File: config.mk
export PLATFORM = sky130hd
export DESIGN_NAME = counter4_extend
export DESIGN_NICKNAME = d
export VERILOG_FILES = /design/src/rtl/counter4_extend_pkg.sv /design/src/rtl/count4_delta_classify.sv /design/src/rtl/counter4_extend.sv
export SDC_FILE = /design/constraint.sdc
export NUM_CORES = 1
export LEC_CHECK = 0
export ABC_AREA = 1
export CORE_MARGIN = 2
export CORE_UTILIZATION = 50
export DETAILED_ROUTE_END_ITERATION = 12
export DONT_BUFFER_PORTS = 1
export GPL_TIMING_DRIVEN = 0
export SLEW_MARGIN = 20
export SYNTH_ARGS = -nofsm -noshare
export SYNTH_HDL_FRONTEND = slang
export SYNTH_SLANG_ARGS = --single-unit
File: constraint.sdc
create_clock -name GCLK_Pad -period 2.5 [get_ports GCLK_Pad]
set_input_delay 0.25 -clock GCLK_Pad [delete_from_list [all_inputs] [get_ports GCLK_Pad]]
set_output_delay 0.25 -clock GCLK_Pad [all_outputs]
set_load 0.02 [all_outputs]
File: src/rtl/counter4_extend_pkg.sv
// -----------------------------------------------------------------------------
// counter4_extend_pkg
//   Shared widths, limits and the per-sample event type for counter4_extend.
//   HI_W      : width of the extension (upper) part of the extended count
//   LO_W      : width of the upstream counter4 value (lower part)
//   ERR_CNT_W : width of the saturating illegal-jump counter
// -----------------------------------------------------------------------------
package counter4_extend_pkg;

  localparam int HI_W      = 8;
  localparam int LO_W      = 4;
  localparam int ERR_CNT_W = 4;
  localparam int EXT_W     = HI_W + LO_W;

  localparam logic [LO_W-1:0]      LO_MAX      = '1;
  localparam logic [HI_W-1:0]      HI_MAX      = '1;
  localparam logic [ERR_CNT_W-1:0] ERR_CNT_MAX = '1;

  // How the current upstream sample relates to the previous one.
  typedef enum logic [2:0] {
    HOLD = 3'd0,
    STEP = 3'd1,
    WRAP = 3'd2,
    CLR  = 3'd3,
    JUMP = 3'd4
  } count_event_e;

  // Increment that sticks at the all-ones value instead of rolling over.
  function automatic logic [ERR_CNT_W-1:0] sat_inc(input logic [ERR_CNT_W-1:0] v);
    return (v == ERR_CNT_MAX) ? v : ERR_CNT_W'(v + 1'b1);
  endfunction

endpackage

File: src/rtl/count4_delta_classify.sv
// -----------------------------------------------------------------------------
// count4_delta_classify
//   Purely combinational classifier of one upstream counter4 sample against
//   the previous one. First matching rule wins: HOLD, WRAP, STEP, CLR, JUMP.
//   Ports:
//     prev_i       : previously registered upstream value
//     cur_i        : current upstream value
//     prev_valid_i : prev_i holds a real sample (0 right after reset)
//     ev_o         : event classification
//   With prev_valid_i=0 there is nothing to compare against, so HOLD is
//   reported; the parent treats that sample as a plain load.
// -----------------------------------------------------------------------------
module count4_delta_classify
  import counter4_extend_pkg::*;
(
  input  logic [LO_W-1:0] prev_i,
  input  logic [LO_W-1:0] cur_i,
  input  logic            prev_valid_i,
  output count_event_e    ev_o
);

  logic [LO_W-1:0] prev_plus1;
  assign prev_plus1 = LO_W'(prev_i + 1'b1);

  always_comb begin
    ev_o = HOLD;
    if (!prev_valid_i) begin
      ev_o = HOLD;
    end else if (cur_i == prev_i) begin
      ev_o = HOLD;
    end else if ((prev_i == LO_MAX) && (cur_i == '0)) begin
      ev_o = WRAP;
    end else if (cur_i == prev_plus1) begin
      ev_o = STEP;
    end else if (cur_i == '0) begin
      // Any non-wrap return to zero means the upstream counter was reset.
      ev_o = CLR;
    end else begin
      ev_o = JUMP;
    end
  end

endmodule

File: src/rtl/counter4_extend.sv
// -----------------------------------------------------------------------------
// counter4_extend
//   Extends a free-running 4-bit upstream counter to 12 bits by counting its
//   15->0 wraps, and flags upstream resets and illegal jumps.
//   Ports:
//     GCLK_Pad                 : system clock, rising edge
//     rstn_Pad                 : synchronous active-low reset
//     count0_Pad..count3_Pad   : upstream count bits (count0 = LSB)
//     clr_Pad                  : synchronous clear of ovf/err/err_cnt
//     ext_count_Pad[11:0]      : {hi[7:0], lo[3:0]}
//     chg_Pad                  : pulse, ext_count changed
//     wrap_Pad                 : pulse, upstream wrapped 15->0
//     rst_seen_Pad             : pulse, upstream reset detected
//     ovf_Pad                  : sticky, hi rolled over 255->0
//     err_Pad                  : sticky, illegal jump seen
//     err_cnt_Pad[3:0]         : saturating illegal-jump count
//   Every output comes straight from a flop: results for the sample taken at
//   edge N are visible after edge N.
// -----------------------------------------------------------------------------
module counter4_extend
  import counter4_extend_pkg::*;
(
  input  logic                 GCLK_Pad,
  input  logic                 rstn_Pad,
  input  logic                 count0_Pad,
  input  logic                 count1_Pad,
  input  logic                 count2_Pad,
  input  logic                 count3_Pad,
  input  logic                 clr_Pad,
  output logic [EXT_W-1:0]     ext_count_Pad,
  output logic                 chg_Pad,
  output logic                 wrap_Pad,
  output logic                 rst_seen_Pad,
  output logic                 ovf_Pad,
  output logic                 err_Pad,
  output logic [ERR_CNT_W-1:0] err_cnt_Pad
);

  logic [LO_W-1:0] cur;
  assign cur = {count3_Pad, count2_Pad, count1_Pad, count0_Pad};

  // lo always equals the last accepted sample (HOLD keeps it, every other
  // event loads cur or zero, which equals cur), so lo_q doubles as "prev".
  logic [LO_W-1:0]      lo_q,         lo_d;
  logic [HI_W-1:0]      hi_q,         hi_d;
  logic                 prev_valid_q, prev_valid_d;
  logic                 chg_q,        chg_d;
  logic                 wrap_q,       wrap_d;
  logic                 rst_seen_q,   rst_seen_d;
  logic                 ovf_q,        ovf_d;
  logic                 err_q,        err_d;
  logic [ERR_CNT_W-1:0] err_cnt_q,    err_cnt_d;

  count_event_e ev;

  count4_delta_classify u_classify (
    .prev_i       (lo_q),
    .cur_i        (cur),
    .prev_valid_i (prev_valid_q),
    .ev_o         (ev)
  );

  always_comb begin
    lo_d         = lo_q;
    hi_d         = hi_q;
    prev_valid_d = 1'b1;
    chg_d        = 1'b0;
    wrap_d       = 1'b0;
    rst_seen_d   = 1'b0;
    // clr is applied first so a coincident event below can override it.
    ovf_d        = clr_Pad ? 1'b0 : ovf_q;
    err_d        = clr_Pad ? 1'b0 : err_q;
    err_cnt_d    = clr_Pad ? '0   : err_cnt_q;

    if (!prev_valid_q) begin
      // First sample after reset: adopt it without judging it.
      lo_d  = cur;
      chg_d = (cur != '0);
    end else begin
      case (ev)
        HOLD: begin
        end
        STEP: begin
          lo_d  = cur;
          chg_d = 1'b1;
        end
        WRAP: begin
          lo_d   = '0;
          hi_d   = HI_W'(hi_q + 1'b1);
          wrap_d = 1'b1;
          chg_d  = 1'b1;
          if (hi_q == HI_MAX) begin
            ovf_d = 1'b1;
          end
        end
        CLR: begin
          lo_d       = '0;
          hi_d       = '0;
          rst_seen_d = 1'b1;
          chg_d      = ({hi_q, lo_q} != '0);
        end
        JUMP: begin
          lo_d      = cur;
          err_d     = 1'b1;
          // err_cnt_d is already zero here when clr_Pad is set, giving 1.
          err_cnt_d = sat_inc(err_cnt_d);
          chg_d     = 1'b1;
        end
        default: begin
        end
      endcase
    end
  end

  always_ff @(posedge GCLK_Pad) begin
    if (!rstn_Pad) begin
      lo_q         <= '0;
      hi_q         <= '0;
      prev_valid_q <= 1'b0;
      chg_q        <= 1'b0;
      wrap_q       <= 1'b0;
      rst_seen_q   <= 1'b0;
      ovf_q        <= 1'b0;
      err_q        <= 1'b0;
      err_cnt_q    <= '0;
    end else begin
      lo_q         <= lo_d;
      hi_q         <= hi_d;
      prev_valid_q <= prev_valid_d;
      chg_q        <= chg_d;
      wrap_q       <= wrap_d;
      rst_seen_q   <= rst_seen_d;
      ovf_q        <= ovf_d;
      err_q        <= err_d;
      err_cnt_q    <= err_cnt_d;
    end
  end

  assign ext_count_Pad = {hi_q, lo_q};
  assign chg_Pad       = chg_q;
  assign wrap_Pad      = wrap_q;
  assign rst_seen_Pad  = rst_seen_q;
  assign ovf_Pad       = ovf_q;
  assign err_Pad       = err_q;
  assign err_cnt_Pad   = err_cnt_q;

endmodule

==> flow_summary_export.csv, run 1 <==
group,metric,value,unit
power_and_ir_drop,net-switching-power,175,µW
die,core,0.00250,mm²
critical_path,worstPathMaxFanout,8,
critical_path,r2r_setup_slack,0.54,ns
drt,ant_nets,0,
place,dp_hpwl,2120,µm
global_routing,antenna_found_initial,0,
place,gp_congestion,0.865,
status,outcome,"finished, final reports clean",
layout,stdcell_count,236,
yosys,netlist_area,0.00132,mm²
critical_path,cp_slowest_cell,"dfxtp_1",
critical_path,worstSetupStartpointType,"register",
timing,hold_viol_final,0,
yosys,syn_inst,202,
timing,setup_viol,0,
cts,path_clk_slew,0.12,ns
die,dieArea,0.00307,mm²
critical_path,worstSetupPathType,"register to register",
layout,syn2layout_area_growth,5.30,%
cts,clock-sinks,22,
layout,diodes,0,
cts,clockRootBuffer,"clkbuf_4",
power_and_ir_drop,power,617,µW
die,start_util,52.9,%
drt,drt_first_pass_iters,4,
drt,num_vias,1220,
timing,period_needed,1.96,ns
worst_hold_path,hp-class,"input port to register",
yosys,ys_seq_elements,22,
timing,tightest_slew,0.451,ns
layout,seq_area,440,µm²
timing,worst_hold_slack,0.0354,ns
critical_path,end_kind,"register",
drt,drt_iter0_drc,22,
cts,cts_resized,0,
cts,cts_setup_buffers,0,
die,num_rows,18,
drt,drt-total-wl,2710,µm
yosys,synth.area.top_cells,"dfxtp_1 33%, nand2_1 18%, inv_1 7.7%, nand3_1 7.6%, nor2_1 5.1%",
critical_path,cpMostUsedCell,"nand2_1",
die,die_w,55.4,µm
power_and_ir_drop,internal_power,443,µW
yosys,yosysTopAreaCell,"dfxtp_1",
worst_hold_path,hp-start,"count2_Pad",
global_routing,grt-ovfl-total,0,
timing,finalCritPeriodShare,78.3,%
critical_path,r2r_start,"lo_q[0]$_SDFFE_PN0P_",
cts,hold_buffers,1,
cts,cts_buffer_depth,2,
job,cap_violations,0,
critical_path,cpPeakStageDelay,0.57,ns
die,pin_count,28,
place,dp_cells,232,
layout,final.fill_count,263,
cts,cts_buffers,3,
yosys,syn_area_per_cell,6.55,µm²
drt,via_per_inst,5.17,
global_routing,grt_pass1_wl,4890,µm
power_and_ir_drop,p_leak,0.000673,µW
timing,slew_viol_final,0,
yosys,synth_top_cell_area_share,33.3,%
timing,fin_setup_tns,0,ns
yosys,ys_types,24,
power_and_ir_drop,sw_frac_of_total,28.3,%
critical_path,rr_worst_depth,10,
yosys,ys_warn_count,0,
worst_hold_path,min_to,"lo_q[2]$_SDFFE_PN0P_",
layout,final_nets,220,
critical_path,critPathRequiredTime,2.74,ns
power_and_ir_drop,pwr-share-comb,12.6,%
layout,drive_gt1_share,10.2,%
timing,skew,0.00612,ns
place,io_buffers,0,
timing,rsz0062_at_grt,"no",
power_and_ir_drop,pwr-share-clk,25.8,%
yosys,syn-num-nets,214,
yosys,yosysSeqAreaShare,33.3,%
power_and_ir_drop,ir_drop,0.332,mV
drt,drc,0,
layout,multi_input_area,751,µm²
critical_path,arrival,2.19,ns
cts,clk-insertion-delay-late,0.30,ns
timing,fmaxAchievable,511,MHz
die,die_h,55.4,µm
global_routing,grt_usage,19.2,%
cts,cts_max_level,1,
critical_path,regToRegEndpoint,"hi_q[3]$_SDFFE_PN0P_",
drt,drt-wirelength-per-cell,11.5,µm
global_routing,grt_pass1_vias,1102,
power_and_ir_drop,power_frac_seq,61.7,%
cts,cts_tree,"yes",
layout,final_util,55.7,%
global_routing,grt_max_degree,12,
worst_hold_path,hold_depth,2,
critical_path,path_cells,"inv_2 -> ha_1 -> inv_1 -> nand2_1 -> nand2_1 -> nor2_4 -> nand3_4 -> o21ai_4 -> nand2_1 -> a21oi_1",
timing,slew_headroom,70.0,%
power_and_ir_drop,power.density,443,mW/mm²
[final cells by class]
class / instances / share of cell area, %
tap: 30 / 2.70
multi-input combinational: 145 / 53.9
sequential: 22 / 31.6
timing repair buffer: 1 / 0.719
inverter: 34 / 9.16
buffer: 1 / 0.270
clock buffer: 3 / 1.62
[worst max-delay path: cells and delay by family (launching register included)]
family	cells	cell delay [ns]
AOI/OAI and AO/OA	2	0.44
adders and majority gates	1	0.31
buffers and inverters	2	0.12
DFF	1	0.57
and+or+nand+nor	5	0.45
[layout by cell type, fill, tap and decap left out]
cell	synthesis	layout
nand3_4	1	1
a21oi_1	13	13
clkbuf_4	0	3
clkinv_1	2	2
nand3_2	2	2
o21ai_0	2	2
nor2_4	2	2
nand4_1	2	2
dfxtp_1	22	22
xnor2_1	3	3
nand2_1	62	62
inv_1	27	27
dlygate4sd3_1	0	1
or2_2	1	1
ha_1	5	5
clkbuf_1	1	1
nor2_1	18	18
xor2_1	4	4
nand2_2	4	4
nor2_2	1	1
nor3_1	2	2
nand3_1	20	20
inv_2	5	5
a21oi_2	1	1
o21ai_4	1	1
nor4_1	1	1
[metrics by stage]
step | worst slack [ns] | area (µm²)
5_1_grt | 0.376 | 1390
3_3_place_gp | 0.610 | 1360
2_1_floorplan | 0.764 | 1320
6_report | 0.542 | 1390
3_5_place_dp | 0.561 | 1360
4_1_cts | 0.530 | 1390
[power groups by stage]
stage | Combinational [µW] | Sequential [µW] | Clock, µW
2_1_floorplan | 64.0 | 386 | 0
3_5_place_dp | 76.7 | 389 | 0
5_1_grt | 91.3 | 382 | 177
4_1_cts | 78.3 | 381 | 166
6_report | 77.7 | 381 | 159
3_3_place_gp | 74.7 | 388 | 0
[worst max-delay path by stage]
stage | cells after the start | from | to | slack, ns
floorplan | 9 | lo_q[0]$_SDFFE_PN0P_ | hi_q[2]$_SDFFE_PN0P_ | 0.76
global placement | 10 | lo_q[0]$_SDFFE_PN0P_ | hi_q[2]$_SDFFE_PN0P_ | 0.61
detailed placement | 9 | lo_q[0]$_SDFFE_PN0P_ | hi_q[2]$_SDFFE_PN0P_ | 0.56
CTS | 9 | lo_q[0]$_SDFFE_PN0P_ | hi_q[2]$_SDFFE_PN0P_ | 0.53
global route | 10 | lo_q[1]$_SDFFE_PN0P_ | hi_q[5]$_SDFFE_PN0P_ | 0.38
finish | 10 | lo_q[0]$_SDFFE_PN0P_ | hi_q[3]$_SDFFE_PN0P_ | 0.54
[sequential cells by signal, summed over array words and instances, names as in the netlist]
register / cells
chg_Pad: 1
err_Pad: 1
err_cnt_Pad: 4
hi_q: 8
lo_q: 4
ovf_Pad: 1
prev_valid_q: 1
rst_seen_Pad: 1
wrap_Pad: 1
[synthesized netlist by cell type, drive strengths merged]
| cell | instances |
|---|---|
| a21oi | 14 |
| clkbuf | 1 |
| clkinv | 2 |
| dfxtp | 22 |
| ha | 5 |
| inv | 32 |
| nand2 | 66 |
| nand3 | 23 |
| nand4 | 2 |
| nor2 | 21 |
| nor3 | 2 |
| nor4 | 1 |
| o21ai | 3 |
| or2 | 1 |
| xnor2 | 3 |
| xor2 | 4 |
[per-layer routing]
metal / vias up / routed length (µm) / share of wire, % / track usage, %
met5: - / 0 / 0 / 0
met4: 0 / 0 / 0 / 2.09
met3: 0 / 132 / 4.9 / 5.62
met2: 27 / 1320 / 49 / 32.1
met1: 554 / 1260 / 47 / 25.3
li1: 639 / - / - / -
[kinds of logic (layout without fill, tap and decap cells)]
group | after synthesis | after routing | synth area share (%)
buffers and inverters | 35 | 39 | 9.93
flip-flops | 22 | 22 | 33.3
XOR/XNOR | 7 | 7 | 4.64
AO/OA/AOI/OAI | 17 | 17 | 7.57
AND/OR/NAND/NOR | 116 | 116 | 39.8
adder cells (fa/ha/maj) | 5 | 5 | 4.73
(Power assumes the default switching activity.)
==> inputs of run 2 (changes only) <==
PLACE_DENSITY = 0.68   (was default)
clock period = 1.75 ns   (was 2.5 ns; I/O delays follow)
==> flow_summary_export.csv, run 2 (synthesis results as in run 1) <==
group,metric,value,unit
global_routing,grt-ovfl-total,0,
critical_path,r2r_start,"lo_q[0]$_SDFFE_PN0P_",
power_and_ir_drop,net-switching-power,271,µW
power_and_ir_drop,p_leak,0.000715,µW
timing,rsz0062_at_grt,"yes",
die,dieArea,0.00307,mm²
cts,cts_buffer_depth,2,
layout,final.fill_count,253,
layout,final_util,60.7,%
critical_path,worstSetupPathType,"register to register",
place,post_dp_cell_area,0.00136,mm²
timing,fmaxAchievable,579,MHz
layout,stdcell_area,0.00152,mm²
timing,finalCritPeriodShare,98.7,%
layout,drive_gt1_share,17.4,%
cts,cts_buffers,3,
job,cap_violations,0,
global_routing,grt_pass1_wl,5210,µm
critical_path,cpMostUsedCell,"nand2_2",
drt,num_vias,1280,
drt,drt-wirelength-per-cell,12.3,µm
timing,skew,0.00798,ns
critical_path,cp_num_buf_inv,2,
power_and_ir_drop,internal_power,796,µW
drt,ant_nets,0,
critical_path,critPathRequiredTime,2.01,ns
timing,setup_viol,0,
power_and_ir_drop,sw_frac_of_total,25.4,%
cts,path_clk_slew,0.13,ns
place,dp_hpwl,2270,µm
status,outcome,"finished, final reports clean",
critical_path,critPathLaunch,"lo_q[0]$_SDFFE_PN0P_",
critical_path,crit_family,"simple AND/OR/NAND/NOR gates",
power_and_ir_drop,pwr-share-comb,12.6,%
power_and_ir_drop,power_frac_seq,51.0,%
critical_path,worstSetupStartpointType,"register",
drt,drt-total-wl,3000,µm
layout,syn2layout_area_growth,14.8,%
global_routing,antenna_found_initial,0,
cts,cts_max_level,1,
layout,largest_reg_flops,8,
die,num_rows,18,
cts,cts_tree,"yes",
critical_path,regToRegEndpoint,"hi_q[0]$_SDFFE_PN0P_",
die,start_util,52.9,%
die,core,0.00250,mm²
place,io_buffers,0,
die,die_h,55.4,µm
critical_path,cp_num_cells,10,
cts,clk-insertion-delay-late,0.31,ns
timing,slew_viol_final,0,
place,dp_cells,232,
drt,drc,0,
layout,final_cell_mix,"59 x nand2_1, 25 x inv_1, 20 x nand3_1, 17 x nor2_1, 17 x dfxtp_1",
critical_path,endpoint,"hi_q[0]$_SDFFE_PN0P_",
global_routing,grt_max_degree,14,
layout,final_nets,226,
timing,slew_headroom,72.5,%
cts,clock-sinks,22,
power_and_ir_drop,power.density,703,mW/mm²
drt,via_per_inst,5.27,
critical_path,rr_worst_depth,10,
layout,largest_register,"hi_q",
critical_path,arrival,1.98,ns
critical_path,r2r_setup_slack,0.02,ns
global_routing,grt_usage,20.9,%
timing,hold_viol_final,0,
cts,clockRootBuffer,"clkbuf_4",
worst_hold_path,hp-class,"input port to register",
power_and_ir_drop,pwr-share-clk,36.4,%
global_routing,grt_pass1_vias,1253,
timing,worst_hold_slack,0.0600,ns
critical_path,path_cells,"inv_4 -> ha_4 -> inv_2 -> nand2_2 -> nand2_2 -> nor2_4 -> nand3_4 -> o21ai_4 -> nand2_1 -> a21oi_2",
layout,final_common_cell,"nand2_1",
critical_path,cp_slowest_cell,"dfxtp_4",
power_and_ir_drop,ir_drop,0.541,mV
place,gp_congestion,0.841,
critical_path,worstPathMaxFanout,8,
die,die_w,55.4,µm
layout,diodes,0,
layout,stdcell_count,243,
drt,drt_iter0_drc,42,
critical_path,cpPeakStageDelay,0.44,ns
die,pin_count,28,
timing,fin_setup_tns,0,ns
critical_path,end_kind,"register",
drt,drt_first_pass_iters,4,
timing,period_needed,1.73,ns
timing,tightest_slew,0.413,ns
run 2: worst min-delay path by stage:
stage                  start                         to  slack [ns]  cells past startpoint
global route         clr_Pad  err_cnt_Pad[3]$_SDFF_PN0_        0.05                      3
finish               clr_Pad         ovf_Pad$_SDFF_PN0_        0.06                      3
global placement    rstn_Pad       prev_valid_q$_DFF_P_        0.20                      0
detailed placement  rstn_Pad       prev_valid_q$_DFF_P_        0.20                      0
floorplan           rstn_Pad       prev_valid_q$_DFF_P_        0.20                      0
CTS                  clr_Pad         ovf_Pad$_SDFF_PN0_        0.05                      3
run 2: repair_timing:
item | in CTS | in global routing
pin swaps | 3 | 12
setup buffers | 1 | 1
setup endpoints to repair | 13 | 14
gates resized for setup | 7 | 9
cloned | 0 | 0
hold buffers | 5 | 0
endpoints found under the hold margin | 7 | 0
run 2: metrics by stage:
step,power (µW),setup WS (ns)
2_1_floorplan,643,0.0138
3_3_place_gp,660,-0.137
3_5_place_dp,666,-0.211
4_1_cts,1080,0.00199
5_1_grt,1130,-0.0935
6_report,1070,0.0232
run 2: power by group through the flow:
stage | sequential, µW | combinational (µW) | clock [µW]
finish | 544 | 134 | 388
global route | 546 | 153 | 431
CTS | 543 | 129 | 403
detailed placement | 555 | 111 | 0
global placement | 555 | 105 | 0
floorplan | 551 | 91.4 | 0
run 2: final cells by class:
type                    instances  area, µm²  area share [%]
flip-flops and latches         22        452            29.8
inverters                      34        130            8.57
clock inverters                 1       30.0            1.98
plain buffers                   1       3.75           0.247
clock buffers                   3       22.5            1.48
well taps                      30       37.5            2.47
multi-input cells             145        777            51.2
repair buffers                  7       65.1            4.29
run 2: layer usage:
metal | wire [µm] | GRT usage [%]
met1 | 1300 | 25.2
met2 | 1530 | 35.4
met3 | 116 | 4.22
met4 | 55 | 9.76
met5 | 0 | 0
run 2: worst min-delay path, stage by stage:
cell and delay, ns:
inv_1 0.05, nand2_1 0.06, a21oi_1 0.06
==> inputs of run 3 (changes only) <==
ABC_AREA = default   (was 1)
==> flow_summary_export.csv, run 3 <==
group,metric,value,unit
drt,drc,0,
layout,syn2layout_area_growth,27.6,%
global_routing,grt-ovfl-total,0,
layout,final_nets,163,
drt,ant_nets,0,
layout,final.fill_count,175,
yosys,synth-edff-count,0,
timing,skew,0.00798,ns
yosys,ys_types,38,
drt,via_per_inst,5.99,
drt,drt-wirelength-per-cell,16.4,µm
drt,drt-total-wl,2920,µm
worst_hold_path,hp-start,"clr_Pad",
cts,clock-sinks,22,
layout,final_common_cell,"dfxtp_1",
timing,period_needed,1.96,ns
yosys,yosysSeqAreaShare,37.6,%
yosys,syn_inst,133,
drt,drt_first_pass_iters,4,
status,outcome,"complete, but fails checks",
power_and_ir_drop,ir_drop,0.434,mV
critical_path,worstPathMaxFanout,7,
layout,final_util,67.5,%
layout,multi_input_area,803,µm²
job,cap_violations,0,
die,die_h,52.4,µm
yosys,ys_warn_count,0,
timing,finalCritPeriodShare,112,%
timing,fmaxAchievable,511,MHz
status,failed_checks,"setup timing",
layout,seq_area,458,µm²
cts,cts_buffers,3,
critical_path,arrival,2.21,ns
timing,hold_viol_final,0,
yosys,async_reset_ff_share,0,%
drt,num_vias,1066,
cts,clockRootBuffer,"clkbuf_4",
yosys,ys_seq_elements,22,
layout,drive_gt1_share,26.7,%
cts,cts_tree,"yes",
yosys,syn-num-nets,145,
critical_path,critPathRequiredTime,2.00,ns
die,start_util,52.9,%
cts,path_clk_slew,0.13,ns
critical_path,worstSetupStartpointType,"register",
global_routing,grt_pass1_wl,4750,µm
global_routing,grt_max_degree,13,
place,gp_congestion,0.844,
yosys,yosysMostFrequentCell,"dfxtp_1",
power_and_ir_drop,power.density,628,mW/mm²
die,pin_count,28,
global_routing,grt_pass1_vias,1005,
worst_hold_path,hp-class,"input port to register",
timing,setup_ws,-0.209,ns
layout,final_cell_mix,"16 x dfxtp_1, 11 x nand3_1, 8 x nand2_1",
yosys,ys.flop_type,"dfxtp_1",
yosys,synth_top_cell_area_share,37.6,%
place,dp_hpwl,1860,µm
global_routing,antenna_found_initial,0,
timing,setup_viol,10,
cts,clk-insertion-delay-late,0.31,ns
drt,drt_iter0_drc,26,
yosys,yosysTopAreaCell,"dfxtp_1",
yosys,netlist_area,0.00117,mm²
layout,diodes,0,
yosys,syn_area_per_cell,8.80,µm²
power_and_ir_drop,p_leak,0.000512,µW
cts,cts_buffer_depth,2,
yosys,synth_common_cells,"22 x dfxtp_1, 11 x nand3_1, 10 x nand2_1",
layout,largest_reg_flops,8,
critical_path,r2r_start,"lo_q[1]$_SDFFE_PN0P_",
timing,slew_headroom,37.9,%
critical_path,end_kind,"register",
place,pre_cts_ws,-0.277,ns
critical_path,critPathLaunch,"lo_q[1]$_SDFFE_PN0P_",
global_routing,grt_usage,23.5,%
critical_path,worstSetupPathType,"register to register",
place,io_buffers,0,
cts,cts_max_level,1,
timing,slew_viol_final,0,
die,die_w,52.4,µm
timing,rsz0062_at_grt,"yes",
die,core,0.00221,mm²
timing,tightest_slew,0.924,ns
yosys,synth.area.top_cells,"dfxtp_1 38%, ha_1 5.3%, nand3_1 4.7%, xor2_1 3.7%, and2_1 3.2%",
layout,largest_register,"hi_q",
die,dieArea,0.00274,mm²
power_and_ir_drop,power,937,µW
die,num_rows,17,
-- run 3: cell types whose count changed in the layout (fill, tap and decap cells not counted), sizes merged, moves of 5 or more --
cell,previous run,this run
nand3,23,11
inv,32,8
and2,0,6
a21oi,14,7
or4,0,5
buf,2,10
nor2,21,7
nand2,66,10
-- run 3: per-layer routing --
metal / GRT usage [%] / vias to the layer above / share of wire (%) / wire, µm
met4: 8.97 / 0 / 1.6 / 48
met5: 0 / - / 0 / 0
met3: 3.71 / 7 / 5.3 / 154
li1: - / 519 / - / -
met1: 31.7 / 508 / 45 / 1320
met2: 37.3 / 32 / 48 / 1400
-- run 3: timing repair --
item                                   in CTS  in global routing
setup buffers                               8                  0
gates resized for setup                    18                 11
setup endpoints to repair                  12                 16
endpoints found under the hold margin      10                  0
hold buffers                                5                  0
pin swaps                                   7                  3
gates cloned                                0                  0
-- run 3: kinds of logic (layout without fill, tap and decap cells) --
logic type / after synthesis / after routing / synth area share (%)
AND/OR/NAND/NOR: 57 / 57 / 27.4
AO/OA/AOI/OAI: 28 / 28 / 16.5
flip-flops: 22 / 22 / 37.6
buffers and inverters: 11 / 28 / 4.28
XOR/XNOR: 8 / 8 / 7.17
adder cells (fa/ha/maj): 5 / 5 / 5.35
multiplexers: 2 / 2 / 1.71
-- run 3: final cells by class --
cell class | count | area share [%]
Buffer | 3 | 1.76
Timing Repair Buffer | 13 | 7.63
Sequential cell | 22 | 30.7
Tap cell | 28 | 2.35
Clock buffer | 4 | 1.76
Inverter | 8 | 2.01
Multi-Input combinational cell | 100 | 53.8
-- run 3: worst paths after layout --
check	cells after the start	slack (ns)	endpoint
max reg2reg	8	-0.21	hi_q[2]$_SDFFE_PN0P_
min	2	0.03	err_Pad$_SDFF_PN0_
max	8	-0.21	hi_q[2]$_SDFFE_PN0P_
min reg2reg	2	0.57	hi_q[0]$_SDFFE_PN0P_
-- run 3: where the power goes --
part	total, µW	internal (µW)	leakage, µW	switching [µW]
Sequential	546	513	0.000183	33.5
Combinational	145	76.8	0.000314	67.7
Clock	246	89.1	0.0000150	157
-- run 3: worst max-delay path, cell delays in order (launching register included) --
cell,delay (ns)
dfxtp_4,0.45
inv_2,0.06
ha_4,0.24
xnor2_2,0.13
and3_4,0.19
and3_4,0.15
buf_6,0.13
or4_1,0.40
a21oi_1,0.14
-- run 3: through the flow --
step	cells	area [µm²]	hold slack (ns)	TNS (ns)
after detailed placement	161	1240	0.203	-2.21
after global routing	178	1490	0.0361	-2.08
final	178	1490	0.0347	-0.994
after CTS	178	1460	0.0266	-0.943
after floorplan	133	1200	0.203	-0.149
after global placement	161	1240	0.203	-2.06
